===== config.mk =====
export PLATFORM = sky130hd
export DESIGN_NAME = ascon_control
export DESIGN_NICKNAME = d
export VERILOG_FILES = /design/src/rtl/ascon_pack.sv /design/src/rtl/ascon_control.sv
export SDC_FILE = /design/constraint.sdc
export NUM_CORES = 1
export LEC_CHECK = 0
export BUFFER_PORTS_ARGS = -buffer_cell sky130_fd_sc_hd__buf_2
export CAP_MARGIN = 20
export CELL_PAD_IN_SITES_DETAIL_PLACEMENT = 1
export CELL_PAD_IN_SITES_GLOBAL_PLACEMENT = 2
export CORE_AREA = 2 2 64 66
export DETAILED_ROUTE_END_ITERATION = 8
export DIE_AREA = 0 0 66 68
export GPL_TIMING_DRIVEN = 1
export HOLD_SLACK_MARGIN = 0.08
export PLACE_DENSITY = 0.9
export SETUP_SLACK_MARGIN = 0.1
export SLEW_MARGIN = 20
export SYNTH_ARGS = -nofsm -noshare
export SYNTH_HDL_FRONTEND = slang
export SYNTH_SLANG_ARGS = --single-unit

===== constraint.sdc =====
create_clock -name clock_i -period 2.3 [get_ports clock_i]
set_clock_uncertainty 0.15 [all_clocks]
set_input_delay 0.46 -clock clock_i [delete_from_list [all_inputs] [get_ports clock_i]]
set_output_delay 0.46 -clock clock_i [all_outputs]
set_load 0.01 [all_outputs]

===== src/rtl/ascon_pack.sv =====
// Shared types and constants for the Ascon encryption controller.
package ascon_pack;

    // Controller states, one per phase of an Ascon encryption.
    typedef enum logic [2:0] {
        ST_IDLE,
        ST_INIT,
        ST_WAIT_AD,
        ST_AD,
        ST_WAIT_PT,
        ST_PT,
        ST_FINAL,
        ST_END
    } state_t;

    // etat_up: what gets loaded into the upper state words.
    localparam logic [1:0] UP_NONE     = 2'b00;
    localparam logic [1:0] UP_DATA     = 2'b01;
    localparam logic [1:0] UP_KEY      = 2'b10;
    localparam logic [1:0] UP_DATA_KEY = 2'b11;

    // etat_down: what gets folded into the lower state words after a round.
    localparam logic [1:0] DOWN_NONE   = 2'b00;
    localparam logic [1:0] DOWN_KEY    = 2'b01;
    localparam logic [1:0] DOWN_LSB    = 2'b10;
    localparam logic [1:0] DOWN_BOTH   = 2'b11;

    // Round numbering: p12 runs 0..11, p6 runs 6..11.
    localparam logic [3:0] ROUND_P12_FIRST = 4'd0;
    localparam logic [3:0] ROUND_P6_FIRST  = 4'd6;
    localparam logic [3:0] ROUND_LAST      = 4'd11;

endpackage


===== src/rtl/ascon_control.sv =====
// Ascon encryption controller: sequences the permutation datapath through
// initialisation, associated data, plaintext and finalisation.
module ascon_control
    import ascon_pack::*;
(
    input  logic       clock_i,
    input  logic       resetb_i,
    input  logic       start_i,
    input  logic [2:0] ad_count_i,
    input  logic [2:0] pt_count_i,
    input  logic       data_valid_i,
    output logic       data_ready_o,
    output logic       select_o,
    output logic       enable_o,
    output logic [3:0] round_o,
    output logic [1:0] etat_up_o,
    output logic [1:0] etat_down_o,
    output logic       cipher_valid_o,
    output logic       tag_valid_o,
    output logic       busy_o
);

    state_t     r_state;
    logic [3:0] r_round;
    logic [2:0] r_adCount;
    logic [2:0] r_ptCount;

    state_t     w_stateNext;
    logic [3:0] w_roundNext;
    logic [2:0] w_adNext;
    logic [2:0] w_ptNext;
    logic       w_start;

    // Start is masked by reset so the IDLE start decode cannot leak out while reset is held.
    assign w_start = start_i & resetb_i;

    // Every state except IDLE counts as busy.
    assign busy_o = (r_state != ST_IDLE);

    // State, round counter and block counters; reset aborts any message in flight.
    always_ff @(posedge clock_i or negedge resetb_i) begin
        if (!resetb_i) begin
            r_state   <= ST_IDLE;
            r_round   <= 4'd0;
            r_adCount <= 3'd0;
            r_ptCount <= 3'd0;
        end else begin
            r_state   <= w_stateNext;
            r_round   <= w_roundNext;
            r_adCount <= w_adNext;
            r_ptCount <= w_ptNext;
        end
    end

    // Next-state and datapath control decode from state, counters and data_valid_i.
    always_comb begin
        w_stateNext    = r_state;
        w_roundNext    = r_round;
        w_adNext       = r_adCount;
        w_ptNext       = r_ptCount;
        select_o       = 1'b0;
        enable_o       = 1'b0;
        round_o        = r_round;
        etat_up_o      = UP_NONE;
        etat_down_o    = DOWN_NONE;
        data_ready_o   = 1'b0;
        cipher_valid_o = 1'b0;
        tag_valid_o    = 1'b0;

        case (r_state)
            ST_IDLE: begin
                round_o = ROUND_P12_FIRST;
                if (w_start) begin
                    select_o    = 1'b1;
                    enable_o    = 1'b1;
                    w_stateNext = ST_INIT;
                    w_roundNext = ROUND_P12_FIRST + 4'd1;
                    w_adNext    = ad_count_i;
                    w_ptNext    = (pt_count_i == 3'd0) ? 3'd1 : pt_count_i;
                end
            end

            ST_INIT: begin
                enable_o = 1'b1;
                if (r_round == ROUND_LAST) begin
                    etat_down_o = (r_adCount == 3'd0) ? DOWN_BOTH : DOWN_KEY;
                    w_stateNext = (r_adCount == 3'd0) ? ST_WAIT_PT : ST_WAIT_AD;
                end else begin
                    w_roundNext = r_round + 4'd1;
                end
            end

            ST_WAIT_AD: begin
                data_ready_o = 1'b1;
                if (data_valid_i) begin
                    enable_o    = 1'b1;
                    round_o     = ROUND_P6_FIRST;
                    etat_up_o   = UP_DATA;
                    w_stateNext = ST_AD;
                    w_roundNext = ROUND_P6_FIRST + 4'd1;
                    if (r_adCount != 3'd0) begin
                        w_adNext = r_adCount - 3'd1;
                    end
                end
            end

            ST_AD: begin
                enable_o = 1'b1;
                if (r_round == ROUND_LAST) begin
                    if (r_adCount == 3'd0) begin
                        etat_down_o = DOWN_LSB;
                        w_stateNext = ST_WAIT_PT;
                    end else begin
                        w_stateNext = ST_WAIT_AD;
                    end
                end else begin
                    w_roundNext = r_round + 4'd1;
                end
            end

            ST_WAIT_PT: begin
                data_ready_o = 1'b1;
                if (data_valid_i) begin
                    enable_o       = 1'b1;
                    cipher_valid_o = 1'b1;
                    if (r_ptCount <= 3'd1) begin
                        round_o     = ROUND_P12_FIRST;
                        etat_up_o   = UP_DATA_KEY;
                        w_stateNext = ST_FINAL;
                        w_roundNext = ROUND_P12_FIRST + 4'd1;
                    end else begin
                        round_o     = ROUND_P6_FIRST;
                        etat_up_o   = UP_DATA;
                        w_stateNext = ST_PT;
                        w_roundNext = ROUND_P6_FIRST + 4'd1;
                    end
                    if (r_ptCount != 3'd0) begin
                        w_ptNext = r_ptCount - 3'd1;
                    end
                end
            end

            ST_PT: begin
                enable_o = 1'b1;
                if (r_round == ROUND_LAST) begin
                    w_stateNext = ST_WAIT_PT;
                end else begin
                    w_roundNext = r_round + 4'd1;
                end
            end

            ST_FINAL: begin
                enable_o = 1'b1;
                if (r_round == ROUND_LAST) begin
                    etat_down_o = DOWN_KEY;
                    w_stateNext = ST_END;
                    w_roundNext = 4'd0;
                end else begin
                    w_roundNext = r_round + 4'd1;
                end
            end

            ST_END: begin
                tag_valid_o = 1'b1;
                w_stateNext = ST_IDLE;
                w_roundNext = 4'd0;
            end

            default: begin
                w_stateNext = ST_IDLE;
                w_roundNext = 4'd0;
            end
        endcase
    end

endmodule


==> reports/results.ini, run 1 <==
[status]
status = finished clean

[worst_setup_path]
worst-r2r-cell-count = 7
crit_path_top_delay_cell = dfrtp_2
crit_arrival_ns = 1.56
crit_path_cell_trace = buf_4, or3b_4, a21oi_2, buf_2
cp.depth = 4
critPathRequiredTime_ns = 1.69
path_max_fanout = 5
critPathTopFamily = flip-flops
crit_buf_inv = 2
crit_path_start_kind = register
max_stage_delay_ns = 0.45
crit_path_end_kind = primary output
path_class = register to primary output

[logic_synthesis]
yosys_warnings = 0
synth-main-ff-cell = dfrtp_1
synth_seq_area_share = 0.2737
synth_top_area_cell = dfrtp_1
synth.distinct_cells = 49
synth_fp_nets = 159
synth.ff_latch_count = 13
syn_avg_cell_area_um2 = 8.312
synthTopCellsByArea = dfrtp_1, ha_1, a21oi_1
synthTopCellsByCount = a21oi_1, dfrtp_1, nand2_1, nor2_1, inv_1
postSynthCellCount = 143
async_flop_share = 1.000
synthesis.area_mm2 = 0.001189
yosys.cell_count.top_type = a21oi_1
synth_top_area_frac = 0.2737
synth_edf_count = 0

[layout]
final_area_mm2 = 0.001574
multi_input_area_um2 = 837.1
seq_area_um2 = 332.8
nFillCells = 498
layout-drive-gt1-share = 0.3791
layout.nets = 199
area_delta_synth_final_pct = 32.42
n_antenna_cell = 0

[pwr]
comb_power_share = 0.557
power_mw = 1.529
power.share.clock = 0.145
p_sw_mw = 0.6650
ir_worst_vdd_mv = 0.2953
p_sw_frac = 0.4349
seq_power_share = 0.297
powerDensity_mw_per_mm2 = 971.5
cell_internal_pwr_mw = 0.8642
leakagePower_nw = 0.7122

[sta]
grt_setup_unrepaired = true
slew-limit-headroom = 0.6540
finalSetupViolCount = 0
worst_hold_slack_ns = 0.3356
slew_viol_final = 0
post-route-min-period_ns = 2.171
min_period_over_period = 0.9438
fmax_ghz = 0.4607
finalSetupTns_ns = 0
tightest_slew_ns = 0.5190
hold_viol_final = 0

[cts]
htreeDepth = 1
cts_buffer_depth = 2
clkTransAtPathRegs_ns = 0.06
worstSkewPairLatency_ns = 0.25
cts-root-buf = clkbuf_8
cts_buffers = 3
cts_tree = built
clkSinkCount = 13

[min_path]
hold_path.class = primary input to register
hold_depth = 3

[floorplan]
die_w_um = 66
core_area_mm2 = 0.003856
start_util = 0.3082
rows = 23
die_area_mm2 = 0.004488
die_y_um = 68
io_pins = 24

[routing]
post_drt_via_cell_ratio = 5.246
final_antenna_net_count = 0
first_pass_iters = 4
routedWlPerCell_um = 16.02
drc = 0
drt_iter0_markers = 28
drt-total-wl_mm = 3.717
dr_total_vias = 1217

[global_routing]
grt.overflow.total = 0
grt_pass1_wl_mm = 5.651
track_usage = 0.1652
grt_max_degree = 19
antenna_found_initial = 0
first_global_vias = 1182

[placement]
hpwl_mm = 2.626
io_buffers = 23
gp_congestion = 0.8465
place_area_mm2 = 0.001364

[run]
maxCapViolations = 0

## worst paths after layout
| check | start | end | slack, ns |
|---|---|---|---|
| max | r_state[1] | etat_up_o[0] | 0.13 |
| min | ad_count_i[1] | r_adCount[1] | 0.34 |
| max reg2reg | r_round[1] | r_round[1] | 0.37 |
| min reg2reg | r_adCount[1] | r_adCount[1] | 0.39 |
| max in group asynchronous | resetb_i | r_ptCount[0] | 1.28 |
| min in group asynchronous | resetb_i | r_state[1] | 0.49 |
## layer usage
layer  global-route usage  vias to the layer above  share of wire
met2               0.2942                       17           0.52
met5                    0                        -              0
met4              0.07398                        0          0.020
met1               0.1994                      601           0.43
met3              0.02138                        7          0.028
li1                     -                      592              -
## worst register-to-register path, cell delays in order (launching register included)
cell and delay [ns]:
dfrtp_1 0.41, ha_1 0.25, nand3b_1 0.21, buf_4 0.20, buf_4 0.14, a21oi_1 0.15
o21ai_1 0.07, a22o_1 0.22
## cells by family (layout without fill, tap and decap cells)
kind of cell	Yosys count	in the layout	synth area share
AND/OR/NAND/NOR	58	58	0.2926
AO/OA/AOI/OAI	48	48	0.2863
buffers and inverters	16	55	0.06841
flip-flops	13	13	0.2737
adder cells (fa/ha/maj)	7	7	0.07158
XOR/XNOR	1	1	0.007370
## cells in the final DEF (no fill, tap or decap), drive strengths merged, types with 2 or more instances in the layout
cell type / n
o21a: 3
a21o: 2
nor3b: 3
nand3: 2
o21bai: 3
nand3b: 3
buf: 40
or2: 2
a32oi: 2
nand2b: 4
ha: 6
inv: 9
and3: 2
a22o: 2
clkbuf: 4
nor3: 3
dfrtp: 13
nand2: 12
nor2: 12
a211oi: 2
and2: 4
nor2b: 4
dlygate4sd3: 2
o211ai: 2
a21oi: 14
or3b: 3
o21ai: 9
## power groups by stage
stage                     sequential (mW)  combinational (mW)  clock (mW)
after floorplan                     0.385               0.569           0
after global placement              0.437               0.694           0
after detailed placement            0.448               0.724           0
after CTS                           0.454               0.760       0.221
after global routing                0.475               0.947       0.233
final                               0.455               0.852       0.222
## registers in the layout (all words and copies together) (netlist names)
register,count
r_adCount,3
r_ptCount,3
r_round,4
r_state,3
## metrics by stage
step,instances,util,setup slack [ns]
after floorplan,143,-,0.4497
after global placement,215,0.3537,0.3125
after detailed placement,215,0.3537,0.2731
after CTS,223,0.3842,0.03875
after global routing,232,0.4082,0.06159
final,232,0.4082,0.1293
## area by class of cell
class | instances | area share
multi-input cells | 114 | 0.5318
flip-flops and latches | 13 | 0.2114
well taps | 50 | 0.03975
inverters | 9 | 0.02146
clock buffers | 4 | 0.02862
repair buffers | 42 | 0.1669
## repair_timing
action / 4_1_cts / 5_1_grt
gates resized for setup: 9 / 10
cloned: 0 / 0
hold endpoints to repair: 5 / 0
hold buffers: 2 / 0
setup buffers: 2 / 9
pin swaps: 2 / 2
setup endpoints to repair: 8 / 9
Power figures use the tool's default switching activity.
==> inputs of run 2 (changes only) <==
--- a/config.mk
+++ b/config.mk
@@ -14,7 +14,7 @@
 export DIE_AREA = 0 0 66 68
 export GPL_TIMING_DRIVEN = 1
 export HOLD_SLACK_MARGIN = 0.08
-export PLACE_DENSITY = 0.9
+export PLACE_DENSITY = 0.82
 export SETUP_SLACK_MARGIN = 0.1
 export SLEW_MARGIN = 20
 export SYNTH_ARGS = -nofsm -noshare
==> run 2 against run 1 <==
- setup slack better by 0.0043 ns
- hold slack worse by 0.012 ns
- combinational power is 4.6% lower
- non-clock buffer count stayed put
- sequential share of layout area is 0.12 points higher
- sequential power is 3% lower
- critical path depth is 3 higher
- count of clock-buffer cells in the layout stayed put
- clock power hardly changed
- cell area is 1.7% lower
- flip-flop and latch count stayed put
- wire length is 0.16% lower
- largest cell class unchanged
- highest routed layer unchanged
==> reports/results.ini, run 2 (synthesized netlist as in run 1, its figures left out) <==
[sta]
min_period_over_period = 0.9419
fmax_ghz = 0.4616
slew-limit-headroom = 0.6574
finalSetupViolCount = 0
hold_viol_final = 0
slew_viol_final = 0
finalSetupTns_ns = 0
grt_setup_unrepaired = true
post-route-min-period_ns = 2.166
tightest_slew_ns = 0.5138

[worst_setup_path]
max_stage_delay_ns = 0.39
critPathRequiredTime_ns = 1.69
critPathTopFamily = compound AO/OA/AOI/OAI gates
path_class = register to primary output
path_max_fanout = 4
crit_path_start_kind = register
crit_buf_inv = 2
crit_path_top_delay_cell = dfrtp_1
crit_path_end_kind = primary output
crit_arrival_ns = 1.56
crit_path_cell_trace = inv_2, ha_1, o21ba_4, o31ai_4, nand2_2, o21a_1, buf_2

[layout]
final_common_cell = buf_2
layout.nets = 199
area_delta_synth_final_pct = 30.21
fin_cells = 232
largest_reg_flops = 4
nFillCells = 484
n_antenna_cell = 0
layout-drive-gt1-share = 0.3736
largest_register = r_round
final_cell_mix = buf_2, buf_4, a21oi_1

[run]
maxCapViolations = 0

[global_routing]
grt_max_degree = 15
track_usage = 0.1732
antenna_found_initial = 0
grt_pass1_wl_mm = 5.837
grt.overflow.total = 0
first_global_vias = 1245

[routing]
final_antenna_net_count = 0
dr.max_layer_used = met4
dr_wl_met3_um = 96
routedWlPerCell_um = 16.00
first_pass_iters = 4
met2_length_mm = 1.942
drt_iter0_markers = 21
post_drt_via_cell_ratio = 5.207
met1_length_mm = 1.604
dr_total_vias = 1208
drc = 0
drt-total-wl_mm = 3.711

[placement]
gp_congestion = 0.8095
dp.cells = 216
hpwl_mm = 2.664
io_buffers = 23

[floorplan]
io_pins = 24
die_area_mm2 = 0.004488
rows = 23
die_y_um = 68
core_area_mm2 = 0.003856
start_util = 0.3082
die_w_um = 66

[pwr]
cell_internal_pwr_mw = 0.8341
ir_worst_vdd_mv = 0.4886
p_sw_frac = 0.4346
leakagePower_nw = 0.7180
power_mw = 1.475
power.share.clock = 0.150
comb_power_share = 0.551
p_sw_mw = 0.6411
powerDensity_mw_per_mm2 = 953.1
seq_power_share = 0.299

[cts]
worstSkewPairLatency_ns = 0.26
cts_buffer_depth = 2
clkTransAtPathRegs_ns = 0.06
cts_buffers = 3
cts_tree = built
htreeDepth = 1
cts-root-buf = clkbuf_8
clkSinkCount = 13

[status]
status = finished clean

[min_path]
hold_path.class = primary input to register

-- run 2: worst paths after layout --
| check | start | to | slack, ns | depth (start not counted) |
|---|---|---|---|---|
| max | r_ptCount[1] | round_o[1] | 0.13 | 7 |
| min | ad_count_i[2] | r_adCount[2] | 0.32 | 3 |
| max reg2reg | r_state[0] | r_adCount[1] | 0.43 | 6 |
| min reg2reg | r_adCount[1] | r_adCount[1] | 0.38 | 2 |
| max in group asynchronous | resetb_i | r_state[2] | 1.27 | 3 |
| min in group asynchronous | resetb_i | r_state[1] | 0.57 | 3 |
-- run 2: worst register-to-register path, stage by stage, from the launching register on --
cell and delay (ns):
dfrtp_2 0.47, buf_2 0.19, buf_4 0.14, nor3b_2 0.20, a32oi_1 0.24, a211oi_1 0.28, a21oi_1 0.06
-- run 2: timing repair --
action	in CTS	in global routing
setup endpoints to repair	8	11
setup buffers	6	5
hold buffers	1	0
gates resized for setup	6	7
hold endpoints to repair	13	0
pin swaps	1	1
-- run 2: power by group through the flow --
| stage | clock (mW) | combinational [mW] | sequential, mW |
|---|---|---|---|
| finish | 0.221 | 0.813 | 0.440 |
| global placement | 0 | 0.703 | 0.436 |
| detailed placement | 0 | 0.734 | 0.445 |
| floorplan | 0 | 0.569 | 0.385 |
| global route | 0.235 | 0.914 | 0.456 |
| CTS | 0.228 | 0.767 | 0.443 |
-- run 2: per-layer routing --
metal | GRT usage | vias up
li1 | - | 587
met1 | 0.2006 | 597
met2 | 0.3207 | 19
met3 | 0.02138 | 5
met4 | 0.07653 | 0
met5 | 0 | -
-- run 2: metrics by stage --
step / instance area, µm² / util / hold WS (ns) / setup WS, ns
final: 1548 / 0.4014 / 0.3236 / 0.1336
after CTS: 1483 / 0.3845 / 0.3255 / 0.09660
after detailed placement: 1371 / 0.3556 / 0.3116 / 0.2223
after global routing: 1548 / 0.4014 / 0.3501 / 0.03528
after global placement: 1371 / 0.3556 / 0.3053 / 0.2771
after floorplan: 1189 / - / 0.01441 / 0.4497
-- run 2: area by class of cell --
type | count | area, µm² | area share
clock buffer | 4 | 45.04 | 0.02910
inverter | 9 | 33.78 | 0.02183
multi-input combinational | 114 | 815.8 | 0.5271
sequential | 13 | 329.1 | 0.2126
tap | 50 | 62.56 | 0.04042
timing repair buffer | 42 | 261.5 | 0.1690
==> inputs of run 3 (changes only) <==
--- a/config.mk
+++ b/config.mk
@@ -5,16 +5,17 @@
 export SDC_FILE = /design/constraint.sdc
 export NUM_CORES = 1
 export LEC_CHECK = 0
+export ABC_AREA = 1
 export BUFFER_PORTS_ARGS = -buffer_cell sky130_fd_sc_hd__buf_2
 export CAP_MARGIN = 20
 export CELL_PAD_IN_SITES_DETAIL_PLACEMENT = 1
 export CELL_PAD_IN_SITES_GLOBAL_PLACEMENT = 2
-export CORE_AREA = 2 2 64 66
+export CORE_AREA = 2 2 86 55
 export DETAILED_ROUTE_END_ITERATION = 8
-export DIE_AREA = 0 0 66 68
+export DIE_AREA = 0 0 88 57
 export GPL_TIMING_DRIVEN = 1
 export HOLD_SLACK_MARGIN = 0.08
-export PLACE_DENSITY = 0.82
+export PLACE_DENSITY = 0.8
 export SETUP_SLACK_MARGIN = 0.1
 export SLEW_MARGIN = 20
 export SYNTH_ARGS = -nofsm -noshare
==> run 3 against run 2 <==
- flip-flop and latch count did not move
- critical path depth fell by 2
- non-clock buffer count fell by 9
- fmax rose by 1.6%
- total power rose by 41%
- utilization fell by 5.6 points
- synthesized area fell by 0.95%
- critical path type unchanged
==> reports/results.ini, run 3 <==
[global_routing]
grt_max_degree = 13
antenna_found_initial = 0
track_usage = 0.1449
grt_pass1_wl_mm = 5.499
first_global_vias = 1093
grt.overflow.total = 0

[sta]
slew_viol_final = 0
finalSetupTns_ns = 0
min_period_over_period = 0.9273
worst_hold_slack_ns = 0.3731
post-route-min-period_ns = 2.133
hold_viol_final = 0
tightest_slew_ns = 0.3193
grt_setup_unrepaired = true
finalSetupViolCount = 0
slew-limit-headroom = 0.7872
fmax_ghz = 0.4689

[floorplan]
start_util = 0.2736
io_pins = 24
die_area_mm2 = 0.005016
rows = 19
core_area_mm2 = 0.004303
die_y_um = 57
die_w_um = 88

[cts]
cts_buffers = 3
cts-root-buf = clkbuf_8
cts_buffer_depth = 2
clkTransAtPathRegs_ns = 0.06
worstSkewPairLatency_ns = 0.25
htreeDepth = 1
clkSinkCount = 13
cts_tree = built

[worst_setup_path]
max_stage_delay_ns = 0.45
path_max_fanout = 4
crit_path_cell_trace = nor2_4, buf_4, nand4_1, nand4_1, buf_2
path_class = register to primary output
worst-r2r-cell-count = 9
crit_arrival_ns = 1.52
crit_path_top_delay_cell = dfrtp_2
cp.depth = 5
r2r_slack_ns = 0.65
critPathMostFrequentCell = nand4_1
critPathTopFamily = simple AND/OR/NAND/NOR gates
crit_path_end_kind = primary output
crit_path_end = enable_o
critPathLaunch = r_state[0]
rr_endpoint = r_round[3]
critPathRequiredTime_ns = 1.69
crit_buf_inv = 2
crit_path_start_kind = register
r2r-start = r_state[1]

[logic_synthesis]
synth_seq_area_share = 0.2763
synth_simple_gate_area_frac = 0.4230
syn_avg_cell_area_um2 = 6.652
synthXorXnorAreaFrac = 0.02232
synthesis.area_mm2 = 0.001177
synth_fa_ha_area_frac = 0.06376
yosys_warnings = 0
synth_top_area_frac = 0.2763
synth.ff_latch_count = 13
synth_fp_nets = 193
synthTopCellsByArea = dfrtp_1, nand2_1, ha_1
synth_top_family_by_area = simple AND/OR/NAND/NOR gates
synth-main-ff-cell = dfrtp_1
synthMuxAreaShare = 0
synth.distinct_cells = 24
postSynthCellCount = 177
yosys.cell_count.top_type = nand2_1
synth_edf_count = 0
synth_compound_area_frac = 0.1063
synthTopCellsByCount = nand2_1, inv_1, dfrtp_1, nand3_1
async_flop_share = 1.000
synth_top_area_cell = dfrtp_1

[routing]
dr_total_vias = 1176
drc = 0
post_drt_via_cell_ratio = 4.308
final_antenna_net_count = 0
drt_iter0_markers = 14
drt-total-wl_mm = 3.441
routedWlPerCell_um = 12.60
first_pass_iters = 4

[layout]
layout.nets = 227
area_delta_synth_final_pct = 26.04
largest_reg_flops = 4
final_common_cell = nand2_1
largest_register = r_round
layout-drive-gt1-share = 0.3190
final_cell_mix = nand2_1, buf_2, inv_1
n_antenna_cell = 0

[min_path]
hold_path.class = register to register

[pwr]
cell_internal_pwr_mw = 0.9897
p_sw_frac = 0.5254
power_mw = 2.085
p_sw_mw = 1.095
ir_worst_vdd_mv = 0.4651
leakagePower_nw = 0.8019
comb_power_share = 0.666
power.share.clock = 0.102
powerDensity_mw_per_mm2 = 1405
seq_power_share = 0.231

[placement]
gp_congestion = 0.7988
io_buffers = 23
hpwl_mm = 2.678

[run]
maxCapViolations = 0

[status]
status = finished clean

## run 3: cell types whose count changed after synthesis, sizes merged, moves of 4 or more
cell	change
a21oi	-8
nand2	+58
nand2b	-4
o21ai	+6
nand3	+11
inv	+13
nor2b	-4
nor2	+6
## run 3: power by group through the flow
| stage | Clock [mW] | Sequential, mW | Combinational, mW |
|---|---|---|---|
| 6_report | 0.213 | 0.483 | 1.39 |
| 5_1_grt | 0.228 | 0.504 | 1.58 |
| 4_1_cts | 0.222 | 0.473 | 1.35 |
| 3_5_place_dp | 0 | 0.481 | 1.29 |
| 3_3_place_gp | 0 | 0.473 | 1.29 |
| 2_1_floorplan | 0 | 0.411 | 1.03 |
## run 3: logic make-up (layout without fill, tap and decap cells)
group,after synthesis,after routing
AND/OR/NAND/NOR,106,106
XOR/XNOR,3,3
buffers and inverters,26,59
flip-flops,13,13
AO/OA/AOI/OAI,23,23
adder cells (fa/ha/maj),6,6
## run 3: worst min-delay path by stage
stage                        startpoint           end  slack (ns)  cells past startpoint
after CTS                 ad_count_i[1]  r_adCount[1]        0.38                      5
final                        r_round[3]    r_round[3]        0.37                      2
after detailed placement       resetb_i  r_ptCount[2]        0.17                      1
after floorplan                resetb_i  r_adCount[0]        0.01                      0
after global routing         r_round[3]    r_round[3]        0.41                      2
after global placement         resetb_i  r_ptCount[2]        0.17                      1
## run 3: per-layer routing
layer	vias up	global-route usage	wire, µm
met5	-	0	0
met3	4	0.03473	105
met4	0	0.03297	25
li1	627	-	-
met1	532	0.2188	1865
met2	13	0.2089	1445
## run 3: through the flow
stage	cells	util	cell area [µm²]	worst slack, ns
floorplan	177	-	1177	0.5199
global placement	262	0.3135	1349	0.3160
detailed placement	262	0.3135	1349	0.2941
CTS	271	0.3350	1441	0.1300
global route	273	0.3449	1484	0.09747
finish	273	0.3449	1484	0.1672
## run 3: timing repair
item,in CTS,in global routing
setup buffers,3,2
endpoints found under the hold margin,6,0
pin swaps,1,2
endpoints found under the setup margin,5,6
hold buffers,2,0
resized for setup,3,7
## run 3: worst register-to-register path: cells and delay by family (launching register included)
family / cells / cell delay [ns]
DFF: 1 / 0.45
buffers and inverters: 2 / 0.27
and+or+nand+nor: 7 / 0.69
## run 3: area by class of cell
class / count / area, µm²
Clock buffer: 4 / 45.04
Fill cell: 579 / 2819
Inverter: 22 / 85.08
Multi-Input combinational cell: 138 / 750.7
Sequential cell: 13 / 329.1
Tap cell: 63 / 78.83
Timing Repair Buffer: 33 / 195.2
